===== config.mk =====
export PLATFORM = sky130hd
export DESIGN_NAME = elevator_scan_controller_flat
export DESIGN_NICKNAME = d
export VERILOG_FILES = /design/src/rtl/elevator_scan_controller_if.sv /design/src/rtl/elevator_scan_controller.sv /design/src/flat_wrapper.sv
export SDC_FILE = /design/constraint.sdc
export NUM_CORES = 1
export LEC_CHECK = 0
export BUFFER_PORTS_ARGS = -buffer_cell sky130_fd_sc_hd__buf_4
export CAP_MARGIN = 15
export CORE_ASPECT_RATIO = 0.75
export CORE_MARGIN = 3
export CORE_UTILIZATION = 58
export DETAILED_ROUTE_END_ITERATION = 10
export PLACE_DENSITY = 0.78
export SYNTH_ARGS = -nofsm -noshare
export SYNTH_HDL_FRONTEND = slang
export SYNTH_SLANG_ARGS = --single-unit

===== constraint.sdc =====
create_clock -name clk -period 3.06 [get_ports clk]
set_clock_uncertainty 0.15 [all_clocks]
set_input_delay 0.306 -clock clk [delete_from_list [all_inputs] [get_ports clk]]
set_output_delay 0.306 -clock clk [all_outputs]
set_load 0.02 [all_outputs]

===== src/rtl/elevator_scan_controller_if.sv =====
// Car control bus: request intake, door sensors, and car status.
// The controller takes the slave side; a supervisor or bench takes the master side.
interface elevator_scan_controller_if #(
  parameter int FLOORS  = 8,
  parameter int FLOOR_W = 3
);
  logic               req_valid;
  logic [FLOOR_W-1:0] req_floor;
  logic               over_time;
  logic               over_weight;
  logic [FLOOR_W-1:0] out_current_floor;
  logic               direction;
  logic               moving;
  logic               door_open;
  logic               complete;
  logic               door_alert;
  logic               weigh_alert;
  logic [FLOORS-1:0]  pending;

  modport master (
    output req_valid, req_floor, over_time, over_weight,
    input  out_current_floor, direction, moving, door_open, complete,
           door_alert, weigh_alert, pending
  );

  modport slave (
    input  req_valid, req_floor, over_time, over_weight,
    output out_current_floor, direction, moving, door_open, complete,
           door_alert, weigh_alert, pending
  );
endinterface


===== src/rtl/elevator_scan_controller.sv =====
// N-floor SCAN elevator controller: pending request bitmap, timed floor moves,
// timed door dwell with overweight/obstruction hold.
//   state | meaning
//   IDLE  | parked, door closed, nothing pending
//   MOVE  | travelling one floor per MOVE_CYCLES in direction
//   DOOR  | door open at current floor, dwell timer running unless held
module elevator_scan_controller #(
  parameter int FLOORS      = 8,
  parameter int FLOOR_W     = 3,
  parameter int RESET_FLOOR = 0,
  parameter int MOVE_CYCLES = 2,
  parameter int DOOR_CYCLES = 4
) (
  input  logic                       clk,
  input  logic                       reset,
  elevator_scan_controller_if.slave  bus
);

  localparam int CNT_MAX = (MOVE_CYCLES > DOOR_CYCLES) ? MOVE_CYCLES : DOOR_CYCLES;
  localparam int CNT_W   = (CNT_MAX > 1) ? $clog2(CNT_MAX) : 1;
  localparam logic [CNT_W-1:0] MOVE_LOAD = CNT_W'(MOVE_CYCLES - 1);
  localparam logic [CNT_W-1:0] DOOR_LOAD = CNT_W'(DOOR_CYCLES - 1);

  typedef enum logic [1:0] {IDLE, MOVE, DOOR} state_t;

  state_t             state;
  logic [FLOOR_W-1:0] cur_floor;
  logic               dir;
  logic               moving;
  logic               door_open;
  logic               complete;
  logic               door_alert;
  logic               weigh_alert;
  logic [FLOORS-1:0]  pending;
  logic [CNT_W-1:0]   move_cnt;
  logic [CNT_W-1:0]   door_cnt;

  logic               req_ok;
  logic               same_floor_req;
  logic               hold;
  logic               pend_here;
  logic               pend_ahead;
  logic               pend_behind;
  logic [FLOORS-1:0]  set_vec;
  logic [FLOORS-1:0]  cur_bit;
  logic [FLOORS-1:0]  next_bit;
  logic [FLOORS-1:0]  above;
  logic [FLOORS-1:0]  below;
  logic [FLOOR_W-1:0] next_floor;

  always_comb begin
    above = '0;
    below = '0;
    for (int i = 0; i < FLOORS; i++) begin
      above[i] = i > int'(cur_floor);
      below[i] = i < int'(cur_floor);
    end
  end

  // A request for the floor whose door is open is answered in place, never latched.
  assign req_ok         = bus.req_valid && (int'(bus.req_floor) < FLOORS);
  assign same_floor_req = req_ok && (state == DOOR) && (bus.req_floor == cur_floor);
  assign set_vec        = (req_ok && !same_floor_req) ? (FLOORS'(1) << bus.req_floor) : '0;

  assign cur_bit     = FLOORS'(1) << cur_floor;
  assign next_floor  = dir ? (cur_floor + FLOOR_W'(1)) : (cur_floor - FLOOR_W'(1));
  assign next_bit    = FLOORS'(1) << next_floor;
  assign pend_here   = |(pending & cur_bit);
  assign pend_ahead  = |(pending & (dir ? above : below));
  assign pend_behind = |(pending & (dir ? below : above));
  assign hold        = bus.over_time || bus.over_weight;

  always_ff @(posedge clk or negedge reset) begin
    if (!reset) begin
      state       <= IDLE;
      cur_floor   <= FLOOR_W'(RESET_FLOOR);
      dir         <= 1'b1;
      moving      <= 1'b0;
      door_open   <= 1'b0;
      complete    <= 1'b0;
      door_alert  <= 1'b0;
      weigh_alert <= 1'b0;
      pending     <= '0;
      move_cnt    <= '0;
      door_cnt    <= '0;
    end else begin
      complete    <= 1'b0;
      door_alert  <= (state == DOOR) && bus.over_time;
      weigh_alert <= (state == DOOR) && bus.over_weight;
      pending     <= pending | set_vec;
      case (state)
        IDLE: begin
          if (pend_here) begin
            state     <= DOOR;
            door_open <= 1'b1;
            door_cnt  <= DOOR_LOAD;
            complete  <= 1'b1;
            pending   <= (pending | set_vec) & ~cur_bit;
          end else if (pend_ahead || pend_behind) begin
            state    <= MOVE;
            moving   <= 1'b1;
            move_cnt <= MOVE_LOAD;
            if (!pend_ahead) dir <= ~dir;
          end
        end
        MOVE: begin
          if (move_cnt != '0) begin
            move_cnt <= move_cnt - CNT_W'(1);
          end else if (!pend_ahead) begin
            // Never step without a target ahead; keeps the car inside 0..FLOORS-1.
            state  <= IDLE;
            moving <= 1'b0;
          end else begin
            cur_floor <= next_floor;
            if (|(pending & next_bit)) begin
              state     <= DOOR;
              moving    <= 1'b0;
              door_open <= 1'b1;
              door_cnt  <= DOOR_LOAD;
              complete  <= 1'b1;
              pending   <= (pending | set_vec) & ~next_bit;
            end else begin
              move_cnt <= MOVE_LOAD;
            end
          end
        end
        DOOR: begin
          if (same_floor_req) begin
            door_cnt <= DOOR_LOAD;
            complete <= 1'b1;
          end else if (!hold) begin
            if (door_cnt != '0) begin
              door_cnt <= door_cnt - CNT_W'(1);
            end else begin
              door_open <= 1'b0;
              if (pend_ahead || pend_behind) begin
                state    <= MOVE;
                moving   <= 1'b1;
                move_cnt <= MOVE_LOAD;
                if (!pend_ahead) dir <= ~dir;
              end else begin
                state <= IDLE;
              end
            end
          end
        end
        default: state <= IDLE;
      endcase
    end
  end

  assign bus.out_current_floor = cur_floor;
  assign bus.direction         = dir;
  assign bus.moving            = moving;
  assign bus.door_open         = door_open;
  assign bus.complete          = complete;
  assign bus.door_alert        = door_alert;
  assign bus.weigh_alert       = weigh_alert;
  assign bus.pending           = pending;

endmodule


===== src/flat_wrapper.sv =====
// flat-port wrapper written by rule: the top's interface ports become plain ports
module elevator_scan_controller_flat 
#(
  parameter int FLOORS      = 8,
  parameter int FLOOR_W     = 3,
  parameter int RESET_FLOOR = 0,
  parameter int MOVE_CYCLES = 2,
  parameter int DOOR_CYCLES = 4
)
  (clk, reset, bus_req_valid, bus_req_floor, bus_over_time, bus_over_weight, bus_out_current_floor, bus_direction, bus_moving, bus_door_open, bus_complete, bus_door_alert, bus_weigh_alert, bus_pending);
  elevator_scan_controller_if #(.FLOORS(FLOORS), .FLOOR_W(FLOOR_W)) bus_i ();
  input  logic clk;
  input  logic reset;
  input wire logic [$bits(bus_i.req_valid)-1:0] bus_req_valid;
  input wire logic [$bits(bus_i.req_floor)-1:0] bus_req_floor;
  input wire logic [$bits(bus_i.over_time)-1:0] bus_over_time;
  input wire logic [$bits(bus_i.over_weight)-1:0] bus_over_weight;
  output wire logic [$bits(bus_i.out_current_floor)-1:0] bus_out_current_floor;
  output wire logic [$bits(bus_i.direction)-1:0] bus_direction;
  output wire logic [$bits(bus_i.moving)-1:0] bus_moving;
  output wire logic [$bits(bus_i.door_open)-1:0] bus_door_open;
  output wire logic [$bits(bus_i.complete)-1:0] bus_complete;
  output wire logic [$bits(bus_i.door_alert)-1:0] bus_door_alert;
  output wire logic [$bits(bus_i.weigh_alert)-1:0] bus_weigh_alert;
  output wire logic [$bits(bus_i.pending)-1:0] bus_pending;
  assign bus_i.req_valid = bus_req_valid;
  assign bus_i.req_floor = bus_req_floor;
  assign bus_i.over_time = bus_over_time;
  assign bus_i.over_weight = bus_over_weight;
  assign bus_out_current_floor = bus_i.out_current_floor;
  assign bus_direction = bus_i.direction;
  assign bus_moving = bus_i.moving;
  assign bus_door_open = bus_i.door_open;
  assign bus_complete = bus_i.complete;
  assign bus_door_alert = bus_i.door_alert;
  assign bus_weigh_alert = bus_i.weigh_alert;
  assign bus_pending = bus_i.pending;
  elevator_scan_controller #(.FLOORS(FLOORS), .FLOOR_W(FLOOR_W), .RESET_FLOOR(RESET_FLOOR), .MOVE_CYCLES(MOVE_CYCLES), .DOOR_CYCLES(DOOR_CYCLES)) u_core (.clk(clk), .reset(reset), .bus(bus_i));
endmodule

# Word-level counts from Yosys, hierarchy flattened
# Index checks and enable logic that the tools add are counted.
[classes]
add_sub_neg = 4
multipliers = 0
n_div = 0
n_lt_le_gt_ge = 14
n_eq_ne = 17
n_shift = 3
n_mux = 66
bitwise_logic = 11
reduce_logical = 24
[op_table]
columns = ["op", "n"]
rows = [
  ["8-bit two-way mux", 7],
  ["8-bit AND", 6],
  ["2-bit two-way mux", 23],
  ["8-bit OR reduction", 4],
  ["1-bit two-way mux", 27],
  ["1-bit by 3-bit << shifter with 8-bit output, first input constant", 3],
  ["7-bit AND reduction", 3],
  ["2-bit case mux with 3 select lines", 3],
  ["8-bit inverter", 2],
  ["8-bit case mux with 2 select lines", 1],
  ["3-bit greater-than comparator, first input constant", 4],
  ["2-bit != test, second input constant", 5],
  ["3-bit < comparator, first input constant", 3],
  ["3-bit by 2-bit != test with 1-bit output, second input constant", 3],
  ["1-bit case mux with 3 select lines", 3],
  ["8-bit bitwise OR", 1],
  ["8-bit AND reduction", 1],
  ["2-bit by 3-bit greater-than comparator with 1-bit output, first input constant", 2],
  ["1-bit by 3-bit < comparator with 1-bit output, first input constant", 2],
  ["2-bit by 3-bit < comparator with 1-bit output, first input constant", 2],
  ["2-bit by 1-bit != test with 1-bit output, second input constant", 3],
  ["3-bit by 1-bit != test with 1-bit output, second input constant", 2],
  ["6-bit AND reduction", 1],
  ["2-bit nonzero test", 3],
  ["other kinds (18)", 25],
]
[totals]
register_bits = 23
latch_bits = 0
mem_bits_rw = 0
romBits = 0
out_inout_bits = 17
wordCells = 150
memories = 0

# Logic depth before layout (Yosys ltp)
# Gate-level depths: netlist of the first run.
[depth]
depth_word = 12
depth_mapped = 10
ltp_nobuf = 8

# Worst setup path after synthesis of the first run
# OpenSTA, ideal clock, no wires.
[synth_path]
path_type = "reg2reg"
startpoint = "register u_core.cur_floor[1], in the netlist u_core.bus.out_current_floor[1]"
endpoint = "register u_core.complete, in the netlist u_core.bus.complete"
arrival_ns = 2.522
slack_ns = 0.256
stages_incl_launch_ff = 9
n_path_buf = 0
period_less_slack_ns = 2.804
path_cell_list = "dfrtp_1 -> inv_1 -> ha_1 -> xnor2_2 -> mux4_2 -> mux2i_2 -> a21boi_4 -> nor3_2 -> or3_1"
[synth_via]
elab_chain_cells = 9
elab_cells_between_ends = 34
[synth_rtl]
columns = ["element", "line_no", "text"]
rows = [
  ["from (decl)", "elevator_scan_controller.sv:27", "logic [FLOOR_W-1:0] cur_floor;"],
  ["from (signal assigned)", "elevator_scan_controller.sv:76", "cur_floor <= FLOOR_W'(RESET_FLOOR);"],
  ["from (signal assigned)", "elevator_scan_controller.sv:114", "cur_floor <= next_floor;"],
  ["3-bit by 1-bit subtractor with 3-bit output / 3-bit by 1-bit adder with 3-bit output (equally long branches)", "elevator_scan_controller.sv:66", "assign next_floor = dir ? (cur_floor + FLOOR_W'(1)) : (cur_floor - FLOOR_W'(1));"],
  ["3-bit two-way mux", "elevator_scan_controller.sv:66", ""],
  ["1-bit by 3-bit << shifter with 8-bit output", "elevator_scan_controller.sv:67", "assign next_bit = FLOORS'(1) << next_floor;"],
  ["8-bit AND", "elevator_scan_controller.sv:115", "if (|(pending & next_bit)) begin"],
  ["8-bit OR reduction", "elevator_scan_controller.sv:115", ""],
  ["1-bit two-way mux", "elevator_scan_controller.sv:115", ""],
  ["1-bit two-way mux", "elevator_scan_controller.sv:109", "end else if (!pend_ahead) begin"],
  ["1-bit two-way mux", "elevator_scan_controller.sv:107", "if (move_cnt != '0) begin"],
  ["1-bit case mux with 3 select lines (*)", "elevator_scan_controller.sv:91", "case (state)"],
  ["to (signal assigned)", "elevator_scan_controller.sv:87", "complete <= 1'b0;"],
  ["to (signal assigned)", "elevator_scan_controller.sv:97", "complete <= 1'b1;"],
  ["to (signal assigned)", "elevator_scan_controller.sv:120", "complete <= 1'b1;"],
  ["to (decl)", "elevator_scan_controller.sv:31", "logic complete;"],
]
# Mark *: on every way between the ends. The rest lies on a longest branch, timed or not.
# A chain may end at the register's enable or synchronous reset.

# Worst setup path in the final report of the first run
# Ends and elaborated chain as after synthesis.

==> out/results.ini, run 1 <==
[setup_path]
crit_family=multiplexers
crit_buf_inv=1
start_kind=flip-flop
slowest_delay_ps=380
path_cells=inv_1 > ha_1 > xnor2_2 > mux4_2 > mux2i_2 > a21boi_4 > nor3_2 > or3_1
crit_slowest_cell=dfrtp_1
cp.arrival_ps=2750
path_max_fanout=6
end_kind=flip-flop
cp.required_ps=3060
criticalPathCategory=reg -> reg

[timing]
slew_headroom=0.6293
fin_tns_setup_ps=0
finalCritPeriodShare=0.8967
min_period_ps=2744
grt_setup_unrepaired=false
hold_viol=0
hold-worst-slack_ps=106.3
setup_viol=0
tightest_slew_ps=551.0
maxSlewViolCount=0
fmax_ghz=0.3644

[clock_tree]
clockRootBuffer=clkbuf_8
clkTransAtPathRegs_ps=90
htree_num_levels=1
clock_path_buffers=2
worstSkewPairLatency_ps=270
postCtsSetupRepairBufs=0
cts_tree=yes
cts_buffers=3
cts.sinks=23

[global_routing]
overflow=0
grt_pass1_wl_um=8597
grt_pass1_vias=1712
met1_usage=0.4237
grtUsageMet3=0.06727
top_usage_layer=met1
use_met2=0.3704
antenna_found_initial=0
grt_max_degree=24
grt_util_all_layers=0.2726

[placement]
io_buffers=24
place.gp.congestion=0.9335
hpwl_um=3743

[floorplanning]
dieWidth_um=71.75
dieArea_um2=3969
start_util=0.6226
core_area_um2=3020
dieHeight_um=55.32
rows=17
io-pin-count=25

[detailed_routing]
antenna_left=0
drc=0
wl_per_cell_um=18.73
via_per_inst=6.752
drt-total-wl_um=5208
firstDrtPassIters=5
initialDrtViolationCount=273
vias=1877

[synthesis]
syn_area_um2=1881
ys_ff_latch=23
synth_edf_count=0
syn-num-nets=235
ys.warnings.count=0
synthCells=219
synth_ff_type=dfrtp_1
synth_area_per_cell_um2=8.587
synth-seq-area-share=0.3067
ys_types=62
synthArstFlopShare=1.000

[min_path]
holdCritPathClass=in -> reg

[flow_run]
max_cap_viol_count=0

[cells_and_area]
drive_above_1_share=0.2042
post-route-util=0.7059
diodes=0
final_common_cell=buf_4
n_fill_cell=247
mostFrequentLayoutCells=28 x buf_4, 22 x dfrtp_1, 16 x nand2_1
syn2layout_area_growth_pct=13.37
nets=257

[outcome]
run_status=finished, final reports clean

[cell type report]
class | instances | area [um^2] | share of cell area
inverter | 15 | 56.30 | 0.02641
timing repair buffer | 29 | 220.2 | 0.1033
multi-input combinational | 169 | 1186 | 0.5563
sequential | 23 | 576.8 | 0.2705
clock buffer | 4 | 45.04 | 0.02113
tap | 38 | 47.55 | 0.02230
[final timing paths]
kind / from / end / slack, ps / cells past startpoint
max: u_core.bus.out_current_floor[1] / u_core.bus.complete / 320 / 8
min: bus_over_weight / u_core.bus.weigh_alert / 110 / 2
max reg2reg: u_core.bus.out_current_floor[1] / u_core.bus.complete / 320 / 8
min reg2reg: u_core.door_cnt[0] / u_core.door_cnt[0] / 360 / 1
max in group asynchronous: reset / u_core.bus.direction / 2140 / 2
min in group asynchronous: reset / u_core.bus.weigh_alert / 320 / 2
[repair_timing]
action,CTS,global route
hold buffers,1,0
gates resized for setup,0,0
hold endpoints to repair,22,0
endpoints found under the setup margin,0,0
[worst reg2reg max path, delay by kind of cell (launching register included)]
kind | cells | cell delay, ps
AOI/OAI and AO/OA | 1 | 270
buffers and inverters | 1 | 160
adders and majority gates | 1 | 320
and+or+nand+nor | 2 | 440
muxes | 2 | 590
DFF | 1 | 380
xor gates and xnor gates | 1 | 330
[state kept, by name, indices dropped and copies added (netlist names), 2 cells and up]
signal	count
u_core.bus.out_current_floor	3
u_core.door_cnt	2
u_core.state	2
u_core.bus.pending	8
u_core.move_cnt	2
[kinds of logic (layout without fill, tap and decap cells)]
logic type | count (synthesis) | after routing | synth area share
XOR/XNOR | 8 | 8 | 0.04525
flip-flops | 23 | 23 | 0.3067
adder cells (fa/ha/maj) | 8 | 8 | 0.05323
buffers and inverters | 27 | 48 | 0.06253
AND/OR/NAND/NOR | 69 | 69 | 0.1956
multiplexers | 6 | 6 | 0.04191
AO/OA/AOI/OAI | 78 | 78 | 0.2947
[Yosys cell counts (all sizes together), types with 2 or more instances]
cell type / n / area share
or3: 4 / 0.016
a31o: 2 / 0.0093
o21ai: 19 / 0.051
nor2b: 5 / 0.017
a22oi: 4 / 0.016
a221oi: 2 / 0.0093
nand4: 2 / 0.0067
a21oi: 11 / 0.031
nand2b: 4 / 0.013
clkbuf: 3 / 0.0060
a21o: 2 / 0.0080
and2: 3 / 0.010
a32oi: 2 / 0.0093
mux2: 2 / 0.012
a211oi: 2 / 0.0080
xor2: 2 / 0.013
buf: 9 / 0.027
nor4: 2 / 0.0067
o31ai: 3 / 0.015
o31a: 3 / 0.014
dfrtp: 22 / 0.29
nand2: 16 / 0.032
nor3: 11 / 0.032
o211a: 2 / 0.011
inv: 15 / 0.030
nor2: 9 / 0.018
o2bb2ai: 4 / 0.019
ha: 8 / 0.053
a31oi: 10 / 0.033
xnor2: 6 / 0.032
o211ai: 2 / 0.011
nand3: 7 / 0.019
mux2i: 3 / 0.018
o21a: 3 / 0.013
[stage by stage]
step	setup WS [ps]	cell area, um^2	cells
finish	316.0	2132	278
global route	84.50	2132	278
CTS	334.6	2132	278
detailed placement	353.1	2077	273
global placement	382.4	2077	273
floorplan	256.4	1881	219
[metal layers]
metal	share of wire	vias to the layer above
met5	0	-
met4	0.013	0
met3	0.11	16
met2	0.42	125
met1	0.47	880
li1	-	856
Power of run 1 is not shown: default switching activity piles up to over one toggle a cycle in this logic, so the estimate is an artifact.
==> inputs of run 2 (changes only) <==
Settings changed: GPL_TIMING_DRIVEN from default to 0, MAX_ROUTING_LAYER from default to met4.
==> out/results.ini, run 2 (synthesis gave the netlist of run 1 again) <==
[floorplanning]
dieArea_um2=3969  ; unchanged
rows=17  ; unchanged
dieHeight_um=55.32  ; unchanged
dieWidth_um=71.75  ; unchanged
start_util=0.6226  ; unchanged
io-pin-count=25  ; unchanged
core_area_um2=3020  ; unchanged

[clock_tree]
cts_buffers=3  ; unchanged
clockRootBuffer=clkbuf_8
worstSkewPairLatency_ps=260  ; about the same
clkTransAtPathRegs_ps=80  ; about the same
postCtsSetupRepairBufs=0  ; unchanged
cts.sinks=23  ; unchanged
cts_tree=yes
clock_path_buffers=2  ; unchanged
htree_num_levels=1  ; unchanged

[detailed_routing]
via_per_inst=6.636  ; -1.7%
firstDrtPassIters=4  ; -1
antenna_left=0  ; unchanged
wl_met1_um=2216  ; -8.5%
wl_per_cell_um=17.93  ; -4.3%
drc=0  ; unchanged
drt-total-wl_um=5128  ; -1.5%
wl_met2_um=2266  ; +4.7%
top_layer=met4
vias=1898  ; +1.1%
initialDrtViolationCount=308  ; +13%
wl_met3_um=540  ; -2.4%

[setup_path]
cp.arrival_ps=2990  ; +240 ps
rr_startpoint=u_core.bus.out_current_floor[1]
end_kind=flip-flop
crit_slowest_cell=dfrtp_2
r2r_end=u_core.bus.complete
crit_start=u_core.bus.out_current_floor[1]
slowest_delay_ps=480  ; +100 ps
start_kind=flip-flop
rrSetupSlack_ps=70  ; -250 ps
worstRegToRegCells=8  ; unchanged
path_max_fanout=9  ; +3
cp.required_ps=3060  ; about the same
path_cells=inv_1 > ha_2 > xnor2_4 > mux4_2 > mux2i_2 > a21boi_4 > nor3_2 > or3_1
crit_path_end=u_core.bus.complete
criticalPathCategory=reg -> reg

[timing]
fin_tns_setup_ps=0  ; unchanged
setup_viol=0  ; unchanged
worst_slack_ps=70.85  ; -245.1 ps
finalCritPeriodShare=0.9768  ; +0.08010
hold_viol=0  ; unchanged
tightest_slew_ps=485.5  ; -65.48 ps
fmax_ghz=0.3345  ; -8.2%
min_period_ps=2989  ; +245.1 ps
maxSlewViolCount=0  ; unchanged
slew_headroom=0.6744  ; +0.04509

[cells_and_area]
largest-register=u_core.bus.pending
syn2layout_area_growth_pct=16.17
drive_above_1_share=0.2339  ; +0.02970
final_common_cell=buf_4
diodes=0  ; unchanged
mostFrequentLayoutCells=26 x buf_4, 21 x dfrtp_1, 16 x nand2_1
nets=265  ; +3.1%
largest_register_ffs=8  ; unchanged
final_cells=286  ; +2.9%

[global_routing]
grt_max_degree=24  ; unchanged
grt_pass1_vias=1806  ; +5.5%
antenna_found_initial=0  ; unchanged
overflow=0  ; unchanged
grt_util_all_layers=0.2728  ; about the same
grt_pass1_wl_um=8480  ; -1.4%

[outcome]
run_status=finished, final reports clean

[placement]
hpwl_um=3857  ; +3.0%
place_ws_ps=35.16  ; -317.9 ps
io_buffers=24  ; unchanged
place.gp.congestion=0.9886  ; +5.9%
dp_cells=281  ; +2.9%

[flow_run]
max_cap_viol_count=0  ; unchanged

[min_path]
holdCritPathClass=in -> reg

## run 2: cell count changes in the layout (fill, tap and decap cells not counted), sizes merged
cell    before  now
clkbuf       4    7
buf         28   33
## run 2: layout make-up
class | instances | area [um^2]
multi-input combinational | 169 | 1206
sequential | 23 | 578.1
tap | 38 | 47.55
timing repair buffer | 25 | 190.2
buffer | 12 | 61.31
inverter | 15 | 56.30
fill | 231 | 835.8
clock buffer | 4 | 45.04
## run 2: routing by layer
layer	GRT usage	vias up
met4	0.07775	0
met5	-	-
met2	0.3848	111
met1	0.3750	889
met3	0.08727	16
li1	-	882
## run 2: how the worst min path moves through the flow
stage / startpoint / endpoint / slack [ps] / depth (start not counted)
floorplan: reset / u_core.bus.complete / -140 / 0
global placement: reset / u_core.bus.weigh_alert / 60 / 1
detailed placement: reset / u_core.bus.door_alert / 70 / 1
CTS: bus_over_time / u_core.bus.door_alert / 110 / 2
global route: bus_over_time / u_core.bus.door_alert / 120 / 2
finish: bus_over_time / u_core.bus.door_alert / 110 / 2
## run 2: repair_timing
| item | in CTS | in global routing |
|---|---|---|
| hold endpoints to repair | 22 | 0 |
| resized for setup | 0 | 5 |
| hold buffers | 1 | 0 |
| endpoints found under the setup margin | 0 | 11 |
## run 2: through the flow
stage / hold WS, ps / cell area [um^2] / utilization
finish: 113.2 / 2185 / 0.7233
global route: 115.3 / 2185 / 0.7233
CTS: 112.6 / 2163 / 0.7162
detailed placement: 68.37 / 2108 / 0.6980
global placement: 56.86 / 2108 / 0.6980
floorplan: -139.6 / 1881 / -
## run 2: worst max-delay path: cells and delay by family (launching register included)
kind                     cells  cell delay (ps)
adder cells (fa/ha/maj)      1              370
AND/OR/NAND/NOR              2              470
buffers and inverters        1              220
XOR/XNOR                     1              270
AO/OA/AOI/OAI                1              300
flip-flops                   1              480
multiplexers                 2              620
Power of run 2 is left out for the same reason.
==> inputs of run 3 (changes only) <==
Settings changed: MAX_ROUTING_LAYER met4 to default.
==> out/results.ini, run 3 (synthesis gave the netlist of run 1 again) <==
[cells_and_area]
n_fill_cell=227  ; -1.7%
diodes=0  ; unchanged
largest_register_ffs=8  ; unchanged
nets=265  ; unchanged
syn2layout_area_growth_pct=16.17  ; unchanged
final_common_cell=buf_4
multi_input_area_um2=1206  ; unchanged
largest-register=u_core.bus.pending
regArea_um2=578.1  ; unchanged
drive_above_1_share=0.2379  ; +0.004032
final_cells=286  ; unchanged
mostFrequentLayoutCells=26 x buf_4, 21 x dfrtp_1, 16 x nand2_1

[floorplanning]
io-pin-count=25  ; unchanged
dieArea_um2=3969  ; unchanged
dieHeight_um=55.32  ; unchanged
start_util=0.6226  ; unchanged
core_area_um2=3020  ; unchanged
rows=17  ; unchanged
dieWidth_um=71.75  ; unchanged

[placement]
hpwl_um=3906  ; +1.3%
dp_cells=281  ; unchanged
place.gp.congestion=0.9697  ; -1.9%
io_buffers=24  ; unchanged

[clock_tree]
htree_num_levels=1  ; unchanged
cts_tree=yes
worstSkewPairLatency_ps=270  ; about the same
postCtsSetupRepairBufs=0  ; unchanged
clkTransAtPathRegs_ps=90  ; about the same
cts_buffers=3  ; unchanged
clockRootBuffer=clkbuf_8
cts.sinks=23  ; unchanged
clock_path_buffers=2  ; unchanged

[timing]
slew_headroom=0.6779  ; +0.003518
setup_viol=0  ; unchanged
maxSlewViolCount=0  ; unchanged
grt_setup_unrepaired=false
min_period_ps=2918  ; -71.33 ps
hold_viol=0  ; unchanged
fmax_ghz=0.3427  ; +2.4%
tightest_slew_ps=480.3  ; -5.246 ps
fin_tns_setup_ps=0  ; unchanged
finalCritPeriodShare=0.9535  ; -0.02331
hold-worst-slack_ps=108.1  ; -5.144 ps

[detailed_routing]
antenna_left=0  ; unchanged
via_per_inst=6.682  ; +0.68%
initialDrtViolationCount=261  ; -15%
vias=1911  ; +0.68%
drc=0  ; unchanged
firstDrtPassIters=5  ; +1
wl_per_cell_um=18.49  ; +3.1%
drt-total-wl_um=5288  ; +3.1%

[min_path]
whs_path_depth=2  ; unchanged
min_to=u_core.bus.door_alert
holdCritPathClass=in -> reg
hold_start=bus_over_time

[global_routing]
antenna_found_initial=0  ; unchanged
overflow=0  ; unchanged
grt_util_all_layers=0.2739  ; +0.001106
grt_pass1_vias=1815  ; +0.50%
grt_pass1_wl_um=8673  ; +2.3%
grt_max_degree=24  ; unchanged

[setup_path]
rrSetupSlack_ps=140  ; +70 ps
end_kind=flip-flop
worstRegToRegCells=8  ; unchanged
r2r_end=u_core.bus.complete
path_max_fanout=9  ; unchanged
rr_startpoint=u_core.bus.out_current_floor[1]
cp.arrival_ps=2930  ; -60 ps
criticalPathCategory=reg -> reg
start_kind=flip-flop
cp.required_ps=3070  ; about the same

[outcome]
run_status=finished, final reports clean

[flow_run]
max_cap_viol_count=0  ; unchanged

==> run 3: cell types whose count changed in the layout (fill, tap and decap cells not counted) <==
cell	before	now
inv_1	13	12
inv_2	2	3
==> run 3: metal layers <==
layer	track usage	share of wire	wire, um
met4	0.05362	0.012	65
met1	0.3931	0.43	2274
met5	0	0	0
met2	0.4097	0.45	2363
met3	0.08182	0.11	584
==> run 3: worst max path at each step <==
| stage | start | endpoint | slack, ps | depth (start not counted) |
|---|---|---|---|---|
| after floorplan | u_core.bus.out_current_floor[1] | u_core.bus.complete | 260 | 8 |
| after global placement | u_core.bus.out_current_floor[1] | u_core.bus.complete | 90 | 8 |
| after detailed placement | u_core.bus.out_current_floor[1] | u_core.bus.complete | -30 | 8 |
| after CTS | u_core.bus.out_current_floor[1] | u_core.bus.complete | 30 | 8 |
| after global routing | u_core.bus.out_current_floor[1] | u_core.bus.complete | 60 | 8 |
| final | u_core.bus.out_current_floor[1] | u_core.bus.complete | 140 | 8 |
==> run 3: per-stage QoR <==
step	utilization	worst slack, ps	area [um^2]
finish	0.7233	142.2	2185
global route	0.7233	55.85	2185
CTS	0.7200	29.43	2175
detailed placement	0.6980	-30.49	2108
global placement	0.6980	92.33	2108
floorplan	-	256.4	1881
==> run 3: what timing repair did <==
item	CTS	global route
hold endpoints to repair	22	0
setup endpoints to repair	1	10
hold buffers	1	0
gates cloned	0	0
resized for setup	1	5
==> run 3: cell type report <==
class | instances | area share
Sequential cell | 23 | 0.2646
Inverter | 15 | 0.02577
Buffer | 12 | 0.02806
Clock buffer | 4 | 0.02062
Tap cell | 38 | 0.02176
Multi-Input combinational cell | 169 | 0.5521
Timing Repair Buffer | 25 | 0.08706
==> run 3: critical path: stages (launching register included) <==
cell	delay, ps
dfrtp_2	480
inv_2	140
ha_2	340
xnor2_4	290
mux4_2	370
mux2i_2	270
a21boi_4	300
nor3_2	120
or3_1	350
Power of run 3 is left out for the same reason.
